==> src/rtl/param_special_counter_if.sv <==
// Control/data bundle for param_special_counter: step, load, table-write
// controls toward the counter and its registered outputs back.
//
// Signal semantics (no back-pressure): every cycle is a transfer. A high en
// requests exactly one step at the next rising edge; load is a one-cycle
// strobe that wins over en; tbl_we writes tbl_data at tbl_addr at the same
// edge regardless of the other controls. q/tc/idx are registered and valid
// after every edge.
interface param_special_counter_if #(
    parameter int WIDTH = 3,
    parameter int DEPTH = 8
);
    localparam int AW = (DEPTH > 1) ? $clog2(DEPTH) : 1;

    logic             en;
    logic [1:0]       mode;
    logic             load;
    logic [WIDTH-1:0] load_val;
    logic             tbl_we;
    logic [AW-1:0]    tbl_addr;
    logic [WIDTH-1:0] tbl_data;
    logic [WIDTH-1:0] q;
    logic             tc;
    logic [AW-1:0]    idx;

    // Stimulus side: drives controls, observes the counter outputs.
    modport master (
        output en, mode, load, load_val, tbl_we, tbl_addr, tbl_data,
        input  q, tc, idx
    );

    // Counter side.
    modport slave (
        input  en, mode, load, load_val, tbl_we, tbl_addr, tbl_data,
        output q, tc, idx
    );
endinterface

==> src/rtl/param_special_counter.sv <==
// Multi-mode counter: binary up, binary down, Gray up, or a programmable
// sequence table walked by an index. q, tc and idx are all registered;
// tc pulses for one cycle after a step that wraps.
module param_special_counter #(
    parameter int WIDTH = 3,
    parameter int DEPTH = 8
) (
    input  logic                 clk,
    input  logic                 rst,
    param_special_counter_if.slave bus
);
    localparam int AW = (DEPTH > 1) ? $clog2(DEPTH) : 1;

    localparam logic [1:0] MODE_UP   = 2'b00;
    localparam logic [1:0] MODE_DOWN = 2'b01;
    localparam logic [1:0] MODE_GRAY = 2'b10;
    localparam logic [1:0] MODE_TBL  = 2'b11;

    logic [WIDTH-1:0] q_q, q_d;
    logic             tc_q, tc_d;
    logic [AW-1:0]    idx_q, idx_d;
    logic [WIDTH-1:0] tbl_q [DEPTH];

    // Step candidates, one per mode.
    logic [WIDTH-1:0] gray_bin;
    logic [WIDTH-1:0] gray_bin_nxt;
    logic [AW-1:0]    idx_nxt;
    logic             idx_wrap;
    logic [WIDTH-1:0] tbl_rd;

    function automatic logic [WIDTH-1:0] gray2bin(input logic [WIDTH-1:0] g);
        logic [WIDTH-1:0] b;
        b[WIDTH-1] = g[WIDTH-1];
        for (int i = WIDTH - 2; i >= 0; i--) begin
            b[i] = b[i+1] ^ g[i];
        end
        return b;
    endfunction

    function automatic logic [WIDTH-1:0] bin2gray(input logic [WIDTH-1:0] b);
        return b ^ (b >> 1);
    endfunction

    // Gray mode decodes whatever q holds (even a non-Gray loaded value)
    // and steps from its binary equivalent.
    always_comb begin
        gray_bin     = gray2bin(q_q);
        gray_bin_nxt = gray_bin + 1'b1;
    end

    // Table index advance and read. The read uses the registered table, so
    // a write to the same entry at the same edge is seen only on the next
    // pass. Index decode is a compare loop so out-of-range values select
    // nothing for non-power-of-two DEPTH.
    always_comb begin
        idx_wrap = (idx_q == AW'(DEPTH - 1));
        idx_nxt  = idx_wrap ? '0 : idx_q + 1'b1;
        tbl_rd   = '0;
        for (int i = 0; i < DEPTH; i++) begin
            if (idx_nxt == AW'(i)) begin
                tbl_rd = tbl_q[i];
            end
        end
    end

    // Next-state selection: load > step > hold; tc only follows a wrapping step.
    always_comb begin
        q_d   = q_q;
        idx_d = idx_q;
        tc_d  = 1'b0;
        if (bus.load) begin
            q_d   = bus.load_val;
            idx_d = '0;
        end else if (bus.en) begin
            case (bus.mode)
                MODE_UP: begin
                    q_d  = q_q + 1'b1;
                    tc_d = (q_q == {WIDTH{1'b1}});
                end
                MODE_DOWN: begin
                    q_d  = q_q - 1'b1;
                    tc_d = (q_q == '0);
                end
                MODE_GRAY: begin
                    q_d  = bin2gray(gray_bin_nxt);
                    tc_d = (gray_bin == {WIDTH{1'b1}});
                end
                MODE_TBL: begin
                    q_d   = tbl_rd;
                    idx_d = idx_nxt;
                    tc_d  = idx_wrap;
                end
                default: begin
                    q_d = q_q;
                end
            endcase
        end
    end

    // Counter state registers with asynchronous clear.
    always_ff @(posedge clk or posedge rst) begin
        if (rst) begin
            q_q   <= '0;
            idx_q <= '0;
            tc_q  <= 1'b0;
        end else begin
            q_q   <= q_d;
            idx_q <= idx_d;
            tc_q  <= tc_d;
        end
    end

    // Sequence table: identity on reset, written independently of counting.
    always_ff @(posedge clk or posedge rst) begin
        if (rst) begin
            for (int i = 0; i < DEPTH; i++) begin
                tbl_q[i] <= WIDTH'(i);
            end
        end else begin
            for (int i = 0; i < DEPTH; i++) begin
                if (bus.tbl_we && (bus.tbl_addr == AW'(i))) begin
                    tbl_q[i] <= bus.tbl_data;
                end
            end
        end
    end

    // Registered outputs.
    always_comb begin
        bus.q   = q_q;
        bus.tc  = tc_q;
        bus.idx = idx_q;
    end
endmodule

==> src/flat_wrapper.sv <==
// flat-port wrapper written by rule: the top's interface ports become plain ports
module param_special_counter_flat 
#(
    parameter int WIDTH = 3,
    parameter int DEPTH = 8
)
  (clk, rst, bus_en, bus_mode, bus_load, bus_load_val, bus_tbl_we, bus_tbl_addr, bus_tbl_data, bus_q, bus_tc, bus_idx);
  param_special_counter_if #(.WIDTH(WIDTH), .DEPTH(DEPTH)) bus_i ();
  input  logic clk;
  input  logic rst;
  input wire logic [$bits(bus_i.en)-1:0] bus_en;
  input wire logic [$bits(bus_i.mode)-1:0] bus_mode;
  input wire logic [$bits(bus_i.load)-1:0] bus_load;
  input wire logic [$bits(bus_i.load_val)-1:0] bus_load_val;
  input wire logic [$bits(bus_i.tbl_we)-1:0] bus_tbl_we;
  input wire logic [$bits(bus_i.tbl_addr)-1:0] bus_tbl_addr;
  input wire logic [$bits(bus_i.tbl_data)-1:0] bus_tbl_data;
  output wire logic [$bits(bus_i.q)-1:0] bus_q;
  output wire logic [$bits(bus_i.tc)-1:0] bus_tc;
  output wire logic [$bits(bus_i.idx)-1:0] bus_idx;
  assign bus_i.en = bus_en;
  assign bus_i.mode = bus_mode;
  assign bus_i.load = bus_load;
  assign bus_i.load_val = bus_load_val;
  assign bus_i.tbl_we = bus_tbl_we;
  assign bus_i.tbl_addr = bus_tbl_addr;
  assign bus_i.tbl_data = bus_tbl_data;
  assign bus_q = bus_i.q;
  assign bus_tc = bus_i.tc;
  assign bus_idx = bus_i.idx;
  param_special_counter #(.WIDTH(WIDTH), .DEPTH(DEPTH)) u_core (.clk(clk), .rst(rst), .bus(bus_i));
endmodule
==> config.mk <==
export PLATFORM = sky130hd
export DESIGN_NAME = param_special_counter_flat
export DESIGN_NICKNAME = d
export VERILOG_FILES = /design/src/rtl/param_special_counter_if.sv /design/src/rtl/param_special_counter.sv /design/src/flat_wrapper.sv
export SDC_FILE = /design/constraint.sdc
export NUM_CORES = 1
export LEC_CHECK = 0
export CAP_MARGIN = 20
export CORE_MARGIN = 3
export CORE_UTILIZATION = 30
export DETAILED_ROUTE_END_ITERATION = 16
export REMOVE_ABC_BUFFERS = 1
export SYNTH_ARGS = -nofsm -noshare
export SYNTH_HDL_FRONTEND = slang
export SYNTH_SLANG_ARGS = --single-unit
==> constraint.sdc <==
create_clock -name clk -period 2.5 [get_ports clk]
set_input_delay 0.25 -clock clk [delete_from_list [all_inputs] [get_ports clk]]
set_output_delay 0.25 -clock clk [all_outputs]
set_load 0.01 [all_outputs]
==> results.json, run 1 <==
{
  "dp_hpwl_um": 2950,
  "drcViolationCount": 0,
  "worstHoldPathType": "primary input to async pin",
  "cp_cell_sequence": "ha_1 -> nor2b_2 -> o211a_1 -> a2111oi_2 -> a211o_1 -> a21oi_2",
  "grt_max_degree": 32,
  "routed_wl_um": 4110,
  "ys.flop_type": "dfrtp_1",
  "rsz0062_at_grt": "no",
  "powerDensity_mw_per_mm2": 701,
  "setup_viol": 0,
  "clock_latency_ns": 0.28,
  "synthToLayoutAreaGrowth_pct": 23.9,
  "dr.pass1.iters": 4,
  "internal_power_mw": 1.20,
  "yosys_warnings": 0,
  "hold_slack_ns": 0.344,
  "pwr-share-seq_pct": 42.8,
  "critPathKind": "flip-flop to flip-flop",
  "grt_pass1_wl_um": 6780,
  "yosysSeqAreaShare_pct": 43.0,
  "slew_viol_final": 0,
  "io_pins": 23,
  "cts_max_path_buffers": 2,
  "clock_skew_ns": 0.00500,
  "hold_viol": 0,
  "hold_buffers": 0,
  "seqCellArea_um2": 791,
  "async_flop_share_pct": 100,
  "final_layout_size_suffix_gt1_share_pct": 28.2,
  "p_leak_nw": 0.894,
  "period_needed_ns": 2.13,
  "rows": 27,
  "fillCellCount": 562,
  "cts_root_buf": "clkbuf_8",
  "clk_pin_slew_worst_paths_ns": 0.07,
  "cts_made_buffers": 5,
  "diodes": 0,
  "endpoint_kind": "flip-flop",
  "status": "finished, final reports clean",
  "grt_pass1_vias": 1322,
  "wire_per_inst_um": 14.8,
  "cts.repair.resized": 0,
  "core_area_mm2": 0.00571,
  "ant_nets": 0,
  "first_iter_violations": 41,
  "power_mw": 1.60,
  "syn_inst": 179,
  "final_cell_mix": "mux2_2, clkdlybuf4s50_1, dfrtp_1",
  "synth_edf_count": 0,
  "syn_area_per_cell_um2": 10.3,
  "crit_fanout": 14,
  "cpMaxStageDelayCell": "ha_1",
  "cp_data_required_time_ns": 2.67,
  "grt-ovfl-total": 0,
  "fp.dieH_um": 84.3,
  "numPlacedInstances": 270,
  "syn_area_mm2": 0.00184,
  "tns_ns": 0,
  "synth_seq_cells": 31,
  "cts_setup_buffers": 0,
  "fin_nets": 224,
  "slew_headroom_pct": 65.3,
  "track_usage_pct": 12.1,
  "clockPowerShare_pct": 37.1,
  "mostFrequentLayoutCell": "mux2_2",
  "vias": 1402,
  "grt_antenna_before_repair": 0,
  "place.port_buffers": 22,
  "cts_tree": "built",
  "die-area_mm2": 0.00711,
  "fmax_mhz": 470,
  "drv_cap": 0,
  "initial_utilization_pct": 32.2,
  "multiInputGateArea_um2": 976,
  "synth_cell_types": 45,
  "layout.cells.non_filler": 278,
  "vias_per_cell": 5.04,
  "dieWidth_um": 84.3,
  "cp_slowest_stage_delay_ns": 0.55,
  "start_kind": "flip-flop",
  "pwr-share-comb_pct": 20.1,
  "cp.arrival_ns": 2.29,
  "cts_htree_levels": 2,
  "worst_pin_slew_ns": 0.517,
  "power_switching_mw": 0.398,
  "peakVddDrop_v": 0.000390,
  "clock-sinks": 31,
  "min_period_over_period_pct": 85.1,
  "gp_congestion": 0.780,
  "netSwitchingFraction_pct": 24.9
}
-- logic make-up after synthesis --
group / after synthesis / synth area share, %
AOI/OAI and AO/OA: 40 / 14.7
xor gates and xnor gates: 2 / 0.952
adders and majority gates: 3 / 2.45
buffers and inverters: 16 / 4.01
DFF: 31 / 43.0
muxes: 27 / 16.4
and+or+nand+nor: 60 / 18.6
-- through the flow --
step | util (%) | worst slack, ns | cell area, um^2
final | 40.0 | 0.374 | 2280
after global routing | 40.0 | 0.233 | 2280
after CTS | 40.0 | 0.389 | 2280
after detailed placement | 37.6 | 0.241 | 2150
after global placement | 37.6 | 0.325 | 2150
after floorplan | - | 0.426 | 1790
-- state kept, by name, indices dropped and copies added, names as in the netlist --
name,count
u_core.tbl_q,24
u_core.bus.idx,3
u_core.bus.q,3
u_core.bus.tc,1
-- synth_stat cells (all sizes together) (3+ instances only) --
master | n | share of area [%]
mux2 | 25 | 15
inv | 7 | 1.4
nand2b | 5 | 1.7
o211ai | 3 | 1.2
nand4b | 3 | 1.4
dfstp | 12 | 17
nor2b | 6 | 2.2
buf | 7 | 2.2
o21ai | 6 | 1.6
nand3 | 3 | 0.82
nor2 | 17 | 3.5
dfrtp | 19 | 26
a21oi | 18 | 5.3
nor3b | 4 | 2.2
nor3 | 6 | 1.9
nand2 | 10 | 2.0
-- critical path: cells and delay by family (launching register included) --
| kind | cells | cell delay, ns |
|---|---|---|
| compound gates | 4 | 0.93 |
| fa+ha+maj | 1 | 0.55 |
| simple gates | 1 | 0.13 |
| flops | 1 | 0.40 |
-- final cells by class --
cell class                      count  share of cell area (%)
Clock buffer                        6                    3.18
Clock inverter                      2                    2.63
Inverter                            7                    1.15
Multi-Input combinational cell    132                    42.8
Sequential cell                    31                    34.7
Tap cell                           72                    3.95
Timing Repair Buffer               28                    11.6
-- final timing paths --
path                                                 to                          start  cells after the start  slack, ns
max                         u_core.bus.q[2]$_DFFE_PP0P_  u_core.bus.idx[1]$_DFFE_PP0P_                      6       0.37
min                        u_core.tbl_q[14]$_DFFE_PP0P_                            rst                      3       0.34
max reg2reg                 u_core.bus.q[2]$_DFFE_PP0P_  u_core.bus.idx[1]$_DFFE_PP0P_                      6       0.37
min reg2reg                u_core.tbl_q[17]$_DFFE_PP0P_   u_core.tbl_q[17]$_DFFE_PP0P_                      1       0.51
max in group asynchronous  u_core.tbl_q[16]$_DFFE_PP1P_                            rst                      3       1.83
min in group clk           u_core.tbl_q[17]$_DFFE_PP0P_   u_core.tbl_q[17]$_DFFE_PP0P_                      1       0.51
-- power by group through the flow --
stage | sequential, mW | combinational (mW) | clock, mW
floorplan | 0.684 | 0.207 | 0
global placement | 0.689 | 0.320 | 0
detailed placement | 0.694 | 0.324 | 0
CTS | 0.684 | 0.326 | 0.609
global route | 0.695 | 0.359 | 0.634
finish | 0.684 | 0.322 | 0.593
-- routing by layer --
layer  track usage (%)  wire (um)  vias up
met5                 0          0        -
met4              4.82         53        0
met3              3.14        209        5
met2              17.4       1730       32
met1              17.4       2120      665
li1                  -          -      700
Note: power is estimated with default switching activity, not from simulation.
==> run 2, diff against run 1 <==
--- a/config.mk
+++ b/config.mk
@@ -9,7 +9,10 @@
 export CORE_MARGIN = 3
 export CORE_UTILIZATION = 30
 export DETAILED_ROUTE_END_ITERATION = 16
+export PLACE_DENSITY = 0.59
 export REMOVE_ABC_BUFFERS = 1
+export SKIP_CTS_REPAIR_TIMING = 1
+export SLEW_MARGIN = 20
 export SYNTH_ARGS = -nofsm -noshare
 export SYNTH_HDL_FRONTEND = slang
 export SYNTH_SLANG_ARGS = --single-unit
==> run 2 against run 1 <==
Effect of this change: via count rose by 3.9%; setup slack improved by 0.052 ns; core utilization down 0.70 points; critical endpoint unchanged.
==> results.json, run 2 (synthesis results as in run 1) <==
{
  "peakVddDrop_v": 0.000348,
  "clock_skew_ns": 0.00319,
  "first_iter_violations": 55,
  "drv_cap": 0,
  "grt_antenna_before_repair": 0,
  "cp_data_required_time_ns": 2.67,
  "synthToLayoutAreaGrowth_pct": 21.8,
  "final_cell_mix": "mux2_2, clkdlybuf4s50_1, dfrtp_1",
  "status": "finished, final reports clean",
  "track_usage_pct": 13.0,
  "cts_max_path_buffers": 2,
  "endpoint_kind": "flip-flop",
  "wire_per_inst_um": 15.3,
  "gp_congestion": 0.782,
  "slew_headroom_pct": 69.7,
  "clock-sinks": 31,
  "dp_hpwl_um": 2990,
  "cts_tree": "built",
  "vias_per_cell": 5.22,
  "start_kind": "flip-flop",
  "slew_viol_final": 0,
  "routed_wl_um": 4270,
  "worstHoldPathType": "primary input to async pin",
  "dieWidth_um": 84.3,
  "fp.dieH_um": 84.3,
  "core_area_mm2": 0.00571,
  "hold_viol": 0,
  "grt-ovfl-total": 0,
  "cp.arrival_ns": 2.25,
  "period_needed_ns": 2.07,
  "clk_pin_slew_worst_paths_ns": 0.07,
  "ant_nets": 0,
  "hold_slack_ns": 0.347,
  "final_layout_size_suffix_gt1_share_pct": 28.5,
  "tns_ns": 0,
  "setup_viol": 0,
  "final_util_pct": 39.3,
  "rows": 27,
  "powerDensity_mw_per_mm2": 623,
  "min_period_over_period_pct": 83.0,
  "clock_latency_ns": 0.28,
  "critPathKind": "flip-flop to flip-flop",
  "layout.cells.non_filler": 279,
  "p_leak_nw": 0.875,
  "power_mw": 1.40,
  "diodes": 0,
  "numPlacedInstances": 271,
  "crit_fanout": 10,
  "cts_htree_levels": 2,
  "fmax_mhz": 482,
  "dr.pass1.iters": 4,
  "regMostFlops": "u_core.tbl_q",
  "cts_made_buffers": 5,
  "place.port_buffers": 22,
  "initial_utilization_pct": 32.2,
  "largest_reg_flops": 24,
  "cts_root_buf": "clkbuf_8",
  "grt_pass1_vias": 1403,
  "mostFrequentLayoutCell": "mux2_2",
  "fin_nets": 225,
  "grt_pass1_wl_um": 7310,
  "rsz0062_at_grt": "no",
  "drcViolationCount": 0,
  "grt_max_degree": 32,
  "die-area_mm2": 0.00711,
  "io_pins": 23,
  "vias": 1457,
  "worst_pin_slew_ns": 0.450
}
## run 2: changes by cell type in the layout (fill, tap and decap cells not counted)
| cell | before | now |
|---|---|---|
| bufinv_16 | 2 | 0 |
| buf_4 | 6 | 7 |
| clkinv_2 | 0 | 1 |
| clkinvlp_4 | 0 | 1 |
## run 2: per-layer routing
metal	GRT usage, %	share of wire, %
met2	19.7	43
met1	18.1	50
met3	3.34	5.6
met4	4.39	1.4
met5	0	0
## run 2: area by class of cell
class,count,area (um^2)
fill,583,3470
multi-input combinational,132,976
sequential,31,791
timing repair buffer,29,273
tap,72,90.1
clock buffer,6,72.6
inverter,7,26.3
clock inverter,2,12.5
## run 2: worst paths after layout
check	slack, ns	from	end	cells after the start
max	0.43	u_core.bus.idx[1]$_DFFE_PP0P_	u_core.bus.q[2]$_DFFE_PP0P_	7
min	0.35	rst	u_core.bus.q[2]$_DFFE_PP0P_	3
max reg2reg	0.43	u_core.bus.idx[1]$_DFFE_PP0P_	u_core.bus.q[2]$_DFFE_PP0P_	7
min reg2reg	0.50	u_core.tbl_q[7]$_DFFE_PP0P_	u_core.tbl_q[7]$_DFFE_PP0P_	1
max in group asynchronous	1.83	rst	u_core.tbl_q[18]$_DFFE_PP1P_	3
min in group clk	0.50	u_core.tbl_q[7]$_DFFE_PP0P_	u_core.tbl_q[7]$_DFFE_PP0P_	1
## run 2: metrics by stage
| stage | setup WS, ns | area, um^2 |
|---|---|---|
| finish | 0.425 | 2240 |
| global route | 0.295 | 2240 |
| CTS | 0.436 | 2240 |
| detailed placement | 0.307 | 2160 |
| global placement | 0.321 | 2160 |
| floorplan | 0.426 | 1790 |
## run 2: critical path: stages, from the launching register on
cell       delay (ns)
dfrtp_1          0.40
ha_1             0.19
ha_1             0.50
nand4bb_1        0.20
or3_1            0.40
o211ai_1         0.11
a211o_1          0.13
a21oi_2          0.05
## run 2: power breakdown
part | internal [mW] | switching (mW) | total (mW) | leakage, nW
combinational | 0.178 | 0.149 | 0.327 | 0.472
clock | 0.194 | 0.190 | 0.384 | 0.0412
sequential | 0.627 | 0.0579 | 0.685 | 0.362
total | 0.998 | 0.397 | 1.40 | 0.875
==> run 3, diff against run 2 <==
--- a/config.mk
+++ b/config.mk
@@ -9,7 +9,7 @@
 export CORE_MARGIN = 3
 export CORE_UTILIZATION = 30
 export DETAILED_ROUTE_END_ITERATION = 16
-export PLACE_DENSITY = 0.59
+export PLACE_DENSITY = 0.61
 export REMOVE_ABC_BUFFERS = 1
 export SKIP_CTS_REPAIR_TIMING = 1
 export SLEW_MARGIN = 20
==> constraint.sdc (replaced) <==
create_clock -name clk -period 1.7 [get_ports clk]
set_input_delay 0.17 -clock clk [delete_from_list [all_inputs] [get_ports clk]]
set_output_delay 0.17 -clock clk [all_outputs]
set_load 0.01 [all_outputs]
==> run 3 against run 2 <==
Effect of this change: the flow now finishes with violations (setup timing); sequential power is 46% higher; sequential share of layout area down 2.9 points; total power up 52%; setup slack lost 0.58 ns; clock power up 51%; first-iteration DRC count fell by 20%; worst hold slack worse by 0.081 ns; final area up 9.0%; cell count grew 7.5%; critical endpoint unchanged.
==> results.json, run 3 (synthesis results as in run 1) <==
{
  "internal_power_mw": 1.51,
  "crit_fanout": 8,
  "placed_cell_area_mm2": 0.00231,
  "first_iter_violations": 44,
  "dr.pass1.iters": 5,
  "power_switching_mw": 0.611,
  "grt_pass1_vias": 1565,
  "clock_latency_ns": 0.29,
  "die-area_mm2": 0.00711,
  "pwr-share-seq_pct": 47.0,
  "grt-ovfl-total": 0,
  "hold_viol": 0,
  "grt_antenna_before_repair": 0,
  "final_util_pct": 42.8,
  "finalWorstSetupSlack_ns": -0.153,
  "final_cell_mix": "buf_4, mux2_2, clkdlybuf4s50_1",
  "dieWidth_um": 84.3,
  "largest_reg_flops": 24,
  "finish.instance_area_mm2": 0.00244,
  "cp.arrival_ns": 2.07,
  "r2r_cells": 6,
  "fmax_mhz": 540,
  "cts_max_path_buffers": 2,
  "slew_viol_final": 0,
  "ant_nets": 0,
  "core_area_mm2": 0.00571,
  "power_mw": 2.12,
  "place_ws_ns": -0.397,
  "track_usage_pct": 13.3,
  "status": "finished with violations",
  "cts_tree": "built",
  "endpoint_kind": "flip-flop",
  "cp_data_required_time_ns": 1.92,
  "tns_ns": -0.352,
  "routed_wl_um": 4360,
  "seqCellArea_um2": 791,
  "p_leak_nw": 0.978,
  "synthToLayoutAreaGrowth_pct": 32.8,
  "gp_congestion": 0.807,
  "clockPowerShare_pct": 27.3,
  "wire_per_inst_um": 14.5,
  "start_kind": "flip-flop",
  "dp_hpwl_um": 3190,
  "clk_pin_slew_worst_paths_ns": 0.07,
  "vias": 1487,
  "clock-sinks": 31,
  "drv_cap": 0,
  "fp.dieH_um": 84.3,
  "rows": 27,
  "setup_viol": 3,
  "min_period_over_period_pct": 109,
  "drcViolationCount": 0,
  "grt_pass1_wl_um": 7530,
  "slew_headroom_pct": 73.2,
  "violations": "setup timing",
  "vias_per_cell": 4.96,
  "period_needed_ns": 1.85,
  "worst_pin_slew_ns": 0.398,
  "multiInputGateArea_mm2": 0.00102,
  "diodes": 0,
  "mostFrequentLayoutCell": "buf_4",
  "netSwitchingFraction_pct": 28.8,
  "cts_htree_levels": 2,
  "clock_skew_ns": 0.00571,
  "cts_root_buf": "clkbuf_8",
  "fin_nets": 246,
  "powerDensity_mw_per_mm2": 868,
  "grt_max_degree": 32,
  "critPathKind": "flip-flop to flip-flop",
  "fillCellCount": 547,
  "pwr-share-comb_pct": 25.7,
  "cts_made_buffers": 5,
  "final_layout_size_suffix_gt1_share_pct": 36.8,
  "place.port_buffers": 22,
  "regMostFlops": "u_core.tbl_q",
  "initial_utilization_pct": 32.2,
  "peakVddDrop_v": 0.000358,
  "io_pins": 23,
  "worstHoldPathType": "primary input to async pin",
  "rsz0062_at_grt": "yes"
}
run 3: final timing paths:
kind	startpoint	endpoint	slack, ns
setup / recovery	u_core.bus.idx[0]$_DFFE_PP0P_	u_core.bus.q[2]$_DFFE_PP0P_	-0.15
min in group clk	u_core.tbl_q[7]$_DFFE_PP0P_	u_core.tbl_q[7]$_DFFE_PP0P_	0.50
hold reg to reg	u_core.tbl_q[7]$_DFFE_PP0P_	u_core.tbl_q[7]$_DFFE_PP0P_	0.50
max in group asynchronous	rst	u_core.tbl_q[0]$_DFFE_PP1P_	1.10
hold / removal	rst	u_core.bus.q[2]$_DFFE_PP0P_	0.27
setup reg to reg	u_core.bus.idx[0]$_DFFE_PP0P_	u_core.bus.q[2]$_DFFE_PP0P_	-0.15
run 3: through the flow:
stage	hold WS, ns	cells
floorplan	0.236	170
global placement	0.492	292
detailed placement	0.494	292
CTS	0.278	300
global route	0.302	300
finish	0.265	300
run 3: cell type report:
cell class,instances,share of cell area [%]
tap,72,3.69
sequential,31,32.4
clock buffer,6,2.97
multi-input combinational,132,41.8
timing repair buffer,50,17.6
inverter,7,1.08
clock inverter,2,0.512
run 3: worst max-delay path, stage by stage (launching register included):
cell and delay [ns]:
dfrtp_1 0.41, ha_4 0.18, ha_4 0.25, nor4b_2 0.37, a2111oi_4 0.14, a211o_1 0.32
a21oi_2 0.12
run 3: layer usage:
metal | global-route usage [%] | share of wire, % | up-vias
met3 | 3.43 | 4.6 | 7
met1 | 17.4 | 49 | 709
met4 | 5.99 | 1.7 | 0
met2 | 20.7 | 45 | 31
met5 | 0 | 0 | -
li1 | - | - | 740
run 3: power by group through the flow:
stage,clock [mW],sequential [mW],combinational (mW)
final,0.578,0.997,0.545
after global placement,0,1.00,0.523
after CTS,0.591,0.993,0.539
after global routing,0.628,1.01,0.611
after floorplan,0,1.01,0.304
after detailed placement,0,1.01,0.537
==> RTL edit, RTL diff (settings of run 2) <==
Make the reset (`rst`) synchronous in 2 clocked blocks. Comments in the files are not updated.
--- a/src/rtl/param_special_counter.sv
+++ b/src/rtl/param_special_counter.sv
@@ -98,7 +98,7 @@
     end
 
     // Counter state registers with asynchronous clear.
-    always_ff @(posedge clk or posedge rst) begin
+    always_ff @(posedge clk) begin
         if (rst) begin
             q_q   <= '0;
             idx_q <= '0;
@@ -111,7 +111,7 @@
     end
 
     // Sequence table: identity on reset, written independently of counting.
-    always_ff @(posedge clk or posedge rst) begin
+    always_ff @(posedge clk) begin
         if (rst) begin
             for (int i = 0; i < DEPTH; i++) begin
                 tbl_q[i] <= WIDTH'(i);
Check against the original RTL: differs if rst is asserted again (counterexample within 4 cycles, from zero or initial values and one cycle with rst high); with rst held inactive, the same outputs for 10 cycles.
==> RTL edit against run 2 <==
- sequential cell count unchanged
- count of clock-buffer cells in the layout unchanged
- die area decreased by 2.2%
- final area decreased by 1.7%
- largest cell class is now flip-flops and latches
- area after synthesis decreased by 2.4%
- routed wire length decreased by 11%
- critical path depth unchanged
- setup slack improved by 0.16 ns
- critical endpoint is now u_core.bus.q[0]$_SDFFE_PP0P_
Power is not compared: it rests on default switching activity, and its combinational part moved more than twofold at a synthesized area within 25%.
==> RTL edit: results (changes against run 2) <==
\begin{tabular}{lr}
\hline
Metric & Value \\
\hline
\multicolumn{2}{l}{\textbf{Status}} \\
Run status & finished clean \\
\multicolumn{2}{l}{\textbf{Synthesis}} \\
Unique cell type count in the Yosys netlist & 43 (-4.4\%) \\
Top cells by instance count after synthesis & sky130\_fd\_sc\_hd\_\_edfxtp\_1, sky130\_fd\_sc\_hd\_\_nor2\_1, sky130\_fd\_sc\_hd\_\_a21oi\_1, sky130\_fd\_sc\_hd\_\_nand2\_1 \\
Portion of the post-synthesis area used by sequential elements & 0.479 (+0.0495) \\
Mux share of post-synthesis cell area & 0.0230 (-0.141) \\
Async S/R FF share, synth & 0 (-1.00) \\
Cell types occupying the most area after synthesis & sky130\_fd\_sc\_hd\_\_edfxtp\_1, sky130\_fd\_sc\_hd\_\_dfxtp\_1, sky130\_fd\_sc\_hd\_\_nand2b\_1 \\
Area share of xor/xnor cells in the synthesized design & 0.0146 (+0.00511) \\
\multicolumn{2}{l}{\textbf{Global route}} \\
Wire length of the first global-routing pass & 6350 um (-13\%) \\
Maximum number of pins on one net before global-route repair & 14 (-56\%) \\
Via count of the first global-routing pass & 1285 (-8.4\%) \\
Routing usage on met2 & 0.170 (-0.0267) \\
Met1 Usage GRT & 0.153 (-0.0272) \\
M3 GR Usage & 0.0486 (+0.0152) \\
\multicolumn{2}{l}{\textbf{Final layout}} \\
Comb\_multi\_in & 126 (-4.5\%) \\
Non-clock buffer area fraction after layout & 0.110 (-0.0115) \\
Number of fill cells in the layout & 556 (-4.6\%) \\
Nets & 226 (+0.44\%) \\
Inverters & 14 (+7) \\
Sequential share of cell area & 0.391 (+0.0380) \\
Share of layout cells above drive strength 1 & 0.0882 (-0.197) \\
Number of flip-flops and latches & 31 (unchanged) \\
\multicolumn{2}{l}{\textbf{Route}} \\
Post-route met1 wirelength & 1910 um (-9.5\%) \\
Amount of wire on met3 after detailed routing & 252 um (+5.9\%) \\
Routed wire length & 3790 um (-11\%) \\
Detailed-routed wire length on met2 & 1580 um (-15\%) \\
\multicolumn{2}{l}{\textbf{Setup path}} \\
Register-to-register setup slack & 0.59 ns (+0.16 ns) \\
\multicolumn{2}{l}{\textbf{STA}} \\
Final clock skew & 0.00275 ns (-0.000445 ns) \\
\hline
\end{tabular}
RTL edit: cell types whose count changed in the layout (fill, tap and decap cells not counted), moves of 5 or more:
cell / run 2 / this run
sky130_fd_sc_hd__dfxtp_1: 0 / 7
sky130_fd_sc_hd__nand2_1: 10 / 15
sky130_fd_sc_hd__inv_1: 7 / 13
sky130_fd_sc_hd__nand2b_1: 5 / 13
sky130_fd_sc_hd__dfrtp_1: 19 / 0
sky130_fd_sc_hd__dfstp_2: 12 / 0
sky130_fd_sc_hd__edfxtp_1: 0 / 24
sky130_fd_sc_hd__mux2_2: 25 / 1
RTL edit: metrics by stage:
stage	worst slack [ns]	hold slack (ns)	cell area (sq um)	instances
after global placement	0.556	0.565	2070	268
after CTS	0.581	0.568	2200	276
after detailed placement	0.551	0.553	2070	268
final	0.589	0.563	2200	276
after global routing	0.370	0.610	2200	276
after floorplan	0.706	0.315	1740	171
